--- src/rtl/mem_a_skew_pingpong.sv ---
// mem_a_skew_pingpong
// Double-buffered A-operand memory for the systolic array. A DIM x DIM tile is
// written row by row into the fill bank while the previously committed tile
// streams out of the other bank as diagonally skewed columns. The streaming
// bank is selected by a single bit, so swapping the two banks costs no data
// movement and consecutive tiles stream back to back with no bubble.
//
// Ports:
//   clk        clock, all state updates on the rising edge
//   rst        asynchronous active-high reset
//   wr_en      write Ain into the fill bank at row wr_row
//   wr_row     row index for the write
//   Ain        row data, Ain[j] = A[wr_row][j]
//   wr_commit  mark the fill bank complete (pending)
//   en         advance the stream; 0 freezes t and the outputs
//   Aout       skewed outputs, Aout[i] = A[i][t-i] when in range, else 0
//   Aout_vld   high while streaming
//   fill_full  fill bank is pending; writes and commits are ignored
//   done       one-cycle pulse when the last tile ends and the block idles
module mem_a_skew_pingpong #(
  parameter int BITS_AB = 8,
  parameter int DIM     = 8
) (
  input  logic                             clk,
  input  logic                             rst,
  input  logic                             wr_en,
  input  logic [$clog2(DIM)-1:0]           wr_row,
  input  logic [DIM-1:0][BITS_AB-1:0]      Ain,
  input  logic                             wr_commit,
  input  logic                             en,
  output logic [DIM-1:0][BITS_AB-1:0]      Aout,
  output logic                             Aout_vld,
  output logic                             fill_full,
  output logic                             done
);

  localparam int RW = $clog2(DIM);
  localparam int TW = $clog2(2 * DIM);
  localparam logic [TW-1:0] T_LAST = TW'(2 * DIM - 2);

  typedef enum logic {IDLE, STREAM} state_t;

  state_t        state_reg, state_next;
  logic [TW-1:0] t_reg, t_next;
  logic          pending_reg, pending_next;
  logic          sel_reg, sel_next;   // bank currently streaming; ~sel_reg is the fill bank
  logic          done_next;

  logic [DIM-1:0][BITS_AB-1:0] bank [2][DIM];

  // Next-state logic. A swap only ever happens while pending is set, and a
  // commit is only accepted while pending is clear, so the two never collide.
  always_comb begin
    state_next   = state_reg;
    t_next       = t_reg;
    pending_next = pending_reg;
    sel_next     = sel_reg;
    done_next    = 1'b0;

    if (wr_commit && !pending_reg) begin
      pending_next = 1'b1;
    end

    unique case (state_reg)
      IDLE: begin
        if (pending_reg) begin
          sel_next     = ~sel_reg;
          pending_next = 1'b0;
          t_next       = '0;
          state_next   = STREAM;
        end
      end
      STREAM: begin
        if (en) begin
          if (t_reg != T_LAST) begin
            t_next = t_reg + 1'b1;
          end else if (pending_reg) begin
            sel_next     = ~sel_reg;
            pending_next = 1'b0;
            t_next       = '0;
          end else begin
            state_next = IDLE;
            t_next     = '0;
            done_next  = 1'b1;
          end
        end
      end
      default: state_next = IDLE;
    endcase
  end

  always_ff @(posedge clk or posedge rst) begin
    if (rst) begin
      state_reg   <= IDLE;
      t_reg       <= '0;
      pending_reg <= 1'b0;
      sel_reg     <= 1'b0;
      done        <= 1'b0;
    end else begin
      state_reg   <= state_next;
      t_reg       <= t_next;
      pending_reg <= pending_next;
      sel_reg     <= sel_next;
      done        <= done_next;
    end
  end

  // Bank storage. Writes are gated by the pending flag as sampled at this
  // edge, so a write in the swap cycle is dropped and the freed bank becomes
  // writable one cycle later.
  always_ff @(posedge clk or posedge rst) begin
    if (rst) begin
      for (int b = 0; b < 2; b++) begin
        for (int r = 0; r < DIM; r++) begin
          bank[b][r] <= '0;
        end
      end
    end else if (wr_en && !pending_reg) begin
      bank[~sel_reg][wr_row] <= Ain;
    end
  end

  assign Aout_vld  = (state_reg == STREAM);
  assign fill_full = pending_reg;

  // Skewed read-out. col = t - i is formed one bit wider than t; when t < i
  // the subtraction wraps to a value of at least 4*DIM - DIM + 1, so the
  // single "col < DIM" test rejects both the not-yet-started and the
  // already-finished positions.
  genvar gi;
  generate
    for (gi = 0; gi < DIM; gi++) begin : g_row
      logic [TW:0] col;
      logic        hit;
      assign col = {1'b0, t_reg} - (TW + 1)'(gi);
      assign hit = (state_reg == STREAM) && (col < (TW + 1)'(DIM));
      assign Aout[gi] = hit ? bank[sel_reg][gi][col[RW-1:0]] : '0;
    end
  endgenerate

endmodule
--- config.mk ---
export PLATFORM = sky130hd
export DESIGN_NAME = mem_a_skew_pingpong
export DESIGN_NICKNAME = d
export VERILOG_FILES = /design/src/rtl/mem_a_skew_pingpong.sv
export SDC_FILE = /design/constraint.sdc
export NUM_CORES = 2
export LEC_CHECK = 0
export ABC_AREA = 1
export CELL_PAD_IN_SITES_DETAIL_PLACEMENT = 0
export CELL_PAD_IN_SITES_GLOBAL_PLACEMENT = 1
export CORE_MARGIN = 10
export CORE_UTILIZATION = 52
export CTS_CLUSTER_DIAMETER = 150
export CTS_CLUSTER_SIZE = 14
export DETAILED_ROUTE_END_ITERATION = 10
export DONT_BUFFER_PORTS = 1
export PLACE_DENSITY = 0.88
export SYNTH_ARGS = -nofsm -noshare
export SYNTH_HDL_FRONTEND = slang
export SYNTH_SLANG_ARGS = --single-unit
--- constraint.sdc ---
create_clock -name clk -period 62.1 [get_ports clk]
set_input_delay 12.42 -clock clk [delete_from_list [all_inputs] [get_ports clk]]
set_output_delay 12.42 -clock clk [all_outputs]
set_load 0.01 [all_outputs]
Word level (Yosys, flattened, before mapping)
Index checks and enable logic that the tools add are counted.
{"block": "classes", "n_reduce_logical": 15, "eq_ne": 4, "n_addsub": 8, "bitwise": 5, "order_cmp": 21, "n_mux": 53}
{"cell": "2-to-1 mux 512 bit", "count": 4}
{"cell": "bitwise mux 1024 bit", "count": 1}
{"cell": "demux 512 bit (select 1 bit)", "count": 1}
{"cell": "binary-select mux 8 bit (select 3 bit)", "count": 8}
{"cell": "demux 64 bit (select 3 bit)", "count": 1}
{"cell": "2-to-1 mux 8 bit", "count": 16}
{"cell": "2-to-1 mux 64 bit", "count": 1}
{"cell": "< comparator 5 x 4 -> 1 bit (second input constant)", "count": 7}
{"cell": "< comparator 3 x 4 -> 1 bit (second input constant)", "count": 8}
{"cell": "subtractor 4 x 3 -> 5 bit (second input constant)", "count": 4}
{"cell": "2-to-1 mux 1 bit", "count": 14}
{"cell": "logical AND 1 bit", "count": 12}
{"cell": "2-to-1 mux 4 bit", "count": 3}
{"cell": "subtractor 4 x 2 -> 5 bit (second input constant)", "count": 2}
{"cell": "one-hot mux 4 bit (2 select lines)", "count": 1}
{"cell": "!= test 2 bit (second input constant)", "count": 3}
{"cell": "one-hot mux 1 bit (2 select lines)", "count": 3}
{"cell": "subtractor 4 x 1 -> 5 bit (second input constant)", "count": 1}
{"cell": "adder 4 x 1 -> 4 bit (second input constant)", "count": 1}
{"cell": ">= comparator 2 bit (second input constant)", "count": 2}
{"cell": ">= comparator 4 bit (second input constant)", "count": 1}
{"cell": "< comparator 4 x 1 -> 1 bit (second input constant)", "count": 1}
{"cell": "< comparator 4 bit (second input constant)", "count": 1}
{"cell": "!= test 4 bit (second input constant)", "count": 1}
{"cell": "6 further kinds", "count": 9}
{"block": "word_totals", "in_bits": 72, "elab_cells": 239, "ff_bits": 1032}

Depth between registers and ports, before layout
{"block": "logic_depth", "ltp_word": 8, "mapped_depth": 12, "mapped_depth_nobuf": 9}

Least setup slack after synthesis
Ideal clock, no wire load.
{"block": "synth_path", "path_type": "register to output", "from": "register t_reg[1]", "to": "output port Aout[10] (netlist bit)", "arrival_time_ps": 2298, "slack_ps": 47382, "path_stages_with_launch": 11, "path_buffers": 4, "cell_sequence": "dfrtp_1 buf_2 clkinv_1 clkbuf_1 ha_1 clkbuf_1 clkbuf_1 nand3_1 nand3_1 nand2_1 nor2_1"}
{"item": "start, declared", "line": "44", "rtl": "logic [TW-1:0] t_reg, t_next;"}
{"item": "start signal, assigned", "line": "101", "rtl": "t_reg <= t_next;"}
{"item": "end, declared", "line": "31", "rtl": "output logic [DIM-1:0][BITS_AB-1:0] Aout,"}

==> flow_summary.ini <==
[sta]
fin_crit_ns = 17.68
hold-worst-slack_ns = 0.483
timing.fmax_mhz = 56.6
skew_ns = 0.0167
finalSetupViolations = 0
fin_crit_sh_pct = 28.5
slew_headroom_pct = 17.3
finalHoldViolCount = 0
rsz0062_at_grt = false
finalSetupTns_ns = 0
tightest_slew_ns = 1.24
maxSlewViolCount = 0

[yosys]
dominantRegCellSynth = dfrtp_1
synthArstFlopShare_pct = 100
synth_nets = 6163
ys_seq_elements = 1032
synthCells = 6079
synth.cell_area_mm2 = 0.0477
synth_area_per_cell_um2 = 7.85
synth_cell_types = 31
yosys_warnings = 0
seq_area_frac_synth_pct = 54.1
synth_edf_count = 0

[route]
wl_per_cell_um = 21.4
num_vias = 39800
drt_pass1_iterations = 6
antenna_left = 0
drt_iter0_markers = 4778
drt-total-wl_um = 148000
via_per_inst = 5.75
post-route-drc-count = 0

[cts]
cts-root-buf = clkbuf_16
cts.clk_slew.worst_paths_ns = 0.07
post-cts-setup-buffer-count = 0
insertion_delay_ns = 0.65
cts_buffer_depth = 3
cts_buffers = 83
cts_tree = yes
cts.repair.resized = 0
htreeDepth = 3
clock-sinks = 1032
hold_buffers = 0

[final_layout]
final_nets = 5806
ff_latch_area_mm2 = 0.0258
largest_register_ffs = 1024
num-fill-cells = 8751
area_delta_synth_final_pct = 4.51
final_layout_size_suffix_gt1_share_pct = 3.23
multi_input_area_mm2 = 0.0186

[worst_setup_path]
end_kind = output pin
rrSetupSlack_ns = 56.65
cp.arrival_ns = 5.26
worstPathCellList = inv_16 > buf_4 > buf_4 > nand2_1 > nand3_1 > nand3_1 > nand3_1 > nand2_1 > nor2_1
critPathBufInv = 3
required_ns = 49.68
slowest_stage = buf_4
cpMostUsedCell = nand3_1
critPathTopFamily = buffers and inverters
max_stage_delay_ns = 0.87
crit_path_max_fanout = 178
path_class = register to output pin
start_kind = register

[grt]
grt_max_degree = 179
grt_usage_pct = 28.3
grt_pass1_wl_um = 230000
grt_pass1_vias = 37300
grt-ovfl-total = 0
antenna_found_initial = 3

[floorplan]
die_h_um = 323
start_util_pct = 52.2
core_area_mm2 = 0.0914
row_count = 111
io_pins = 139
die_x_um = 323
dieArea_mm2 = 0.104

[power_and_ir_drop]
p_per_area_mw_per_mm2 = 35.9
power_leakage_nw = 23.2
fin_total_pwr_w = 0.00179
ir_drop_mv = 0.0232

[placed_design]
hpwl_um = 86700
io_buffers = 0
place_congestion = 0.832

[min_path]
hp-class = register to register

[flow_run]
maxCapViolCount = 0

[run_status]
status = finished clean
[metal layers]
metal / vias up / part of all wire (%) / track usage, %
met3: 219 / 8.1 / 4.51
li1: 18800 / - / -
met4: 4 / 3.1 / 9.05
met5: - / 0.022 / 0
met2: 1519 / 44 / 43.1
met1: 19300 / 44 / 41.2
[area by class of cell]
| class | count | area share, % |
|---|---|---|
| Timing Repair Buffer | 57 | 0.959 |
| Inverter | 312 | 2.41 |
| Clock buffer | 90 | 4.39 |
| Multi-Input combinational cell | 4236 | 37.4 |
| Sequential cell | 1032 | 51.8 |
| Antenna cell | 2 | 0.0100 |
| Tap cell | 1186 | 2.98 |
| Clock inverter | 2 | 0.0778 |
[worst min-delay path, delay by kind of cell (launching register included)]
kind	cells	cell delay [ns]
AO/OA/AOI/OAI	1	0.06
flip-flops	1	0.34
AND/OR/NAND/NOR	1	0.05
[synth_stat cells (all sizes together) (2+ instances only)]
master,number,area [µm²]
nand2,2098,7880
dfrtp,1032,25800
o21ai,985,4930
nand3,644,3220
inv,307,1150
a21oi,256,1280
buf,251,1260
clkbuf,248,931
nor2,219,842
ha,12,150
nor3,7,65.1
clkinv,5,18.8
nand4,4,25.0
o22ai,2,12.5
xnor2,2,43.8
xor2,2,17.5
[path summary, 6_finish.rpt]
path	endpoint	start	depth (start not counted)
min in group asynchronous	bank[996]	rst	1
worst min register to register	bank[960]	bank[960]	2
max in group asynchronous	bank[768]	rst	6
worst max register to register	bank[692]	sel_reg	8
worst min-delay path	bank[960]	bank[960]	2
worst max-delay path	Aout[16]	sel_reg	9
[report_power, final]
| part | internal (W) | total (W) | switching (W) |
|---|---|---|---|
| Clock | 0.000251 | 0.000491 | 0.000239 |
| Sequential | 0.000724 | 0.000760 | 0.0000351 |
| Combinational | 0.000123 | 0.000539 | 0.000416 |
[kinds of logic after synthesis]
kind of cell	share of synthesized area [%]
DFF	54.1
buffers and inverters	7.05
adders and majority gates	0.315
xor gates and xnor gates	0.129
muxes	0.0210
AOI/OAI and AO/OA	13.1
and+or+nand+nor	25.2
[stage by stage]
stage | util, % | cell area (µm²) | worst slack (ns) | cells
finish | 54.6 | 49900 | 44.42 | 6917
global route | 54.5 | 49900 | 44.32 | 6915
CTS | 54.5 | 49900 | 44.63 | 6915
detailed placement | 52.1 | 47600 | 44.88 | 6823
global placement | 52.1 | 47600 | 44.94 | 6823
floorplan | - | 47700 | 20.64 | 6079
[cells in the final DEF, fill, tap and decap left out, types with 2 or more instances in the layout]
| master | instances |
|---|---|
| dfrtp_1 | 1029 |
| inv_8 | 2 |
| nor2_1 | 214 |
| nor2_4 | 5 |
| xor2_1 | 2 |
| buf_4 | 53 |
| inv_1 | 299 |
| inv_2 | 6 |
| clkbuf_16 | 87 |
| o21ai_1 | 243 |
| nand4_1 | 4 |
| o22ai_1 | 2 |
| dfrtp_4 | 3 |
| nand2_4 | 10 |
| nand2_1 | 2087 |
| clkinv_1 | 4 |
| nor3_2 | 6 |
| ha_1 | 11 |
| diode_2 | 2 |
| nand3_1 | 644 |
| clkbuf_1 | 3 |
| a21oi_1 | 256 |
| buf_12 | 4 |
| o21ai_0 | 742 |
Power figures use the tool's default switching activity.
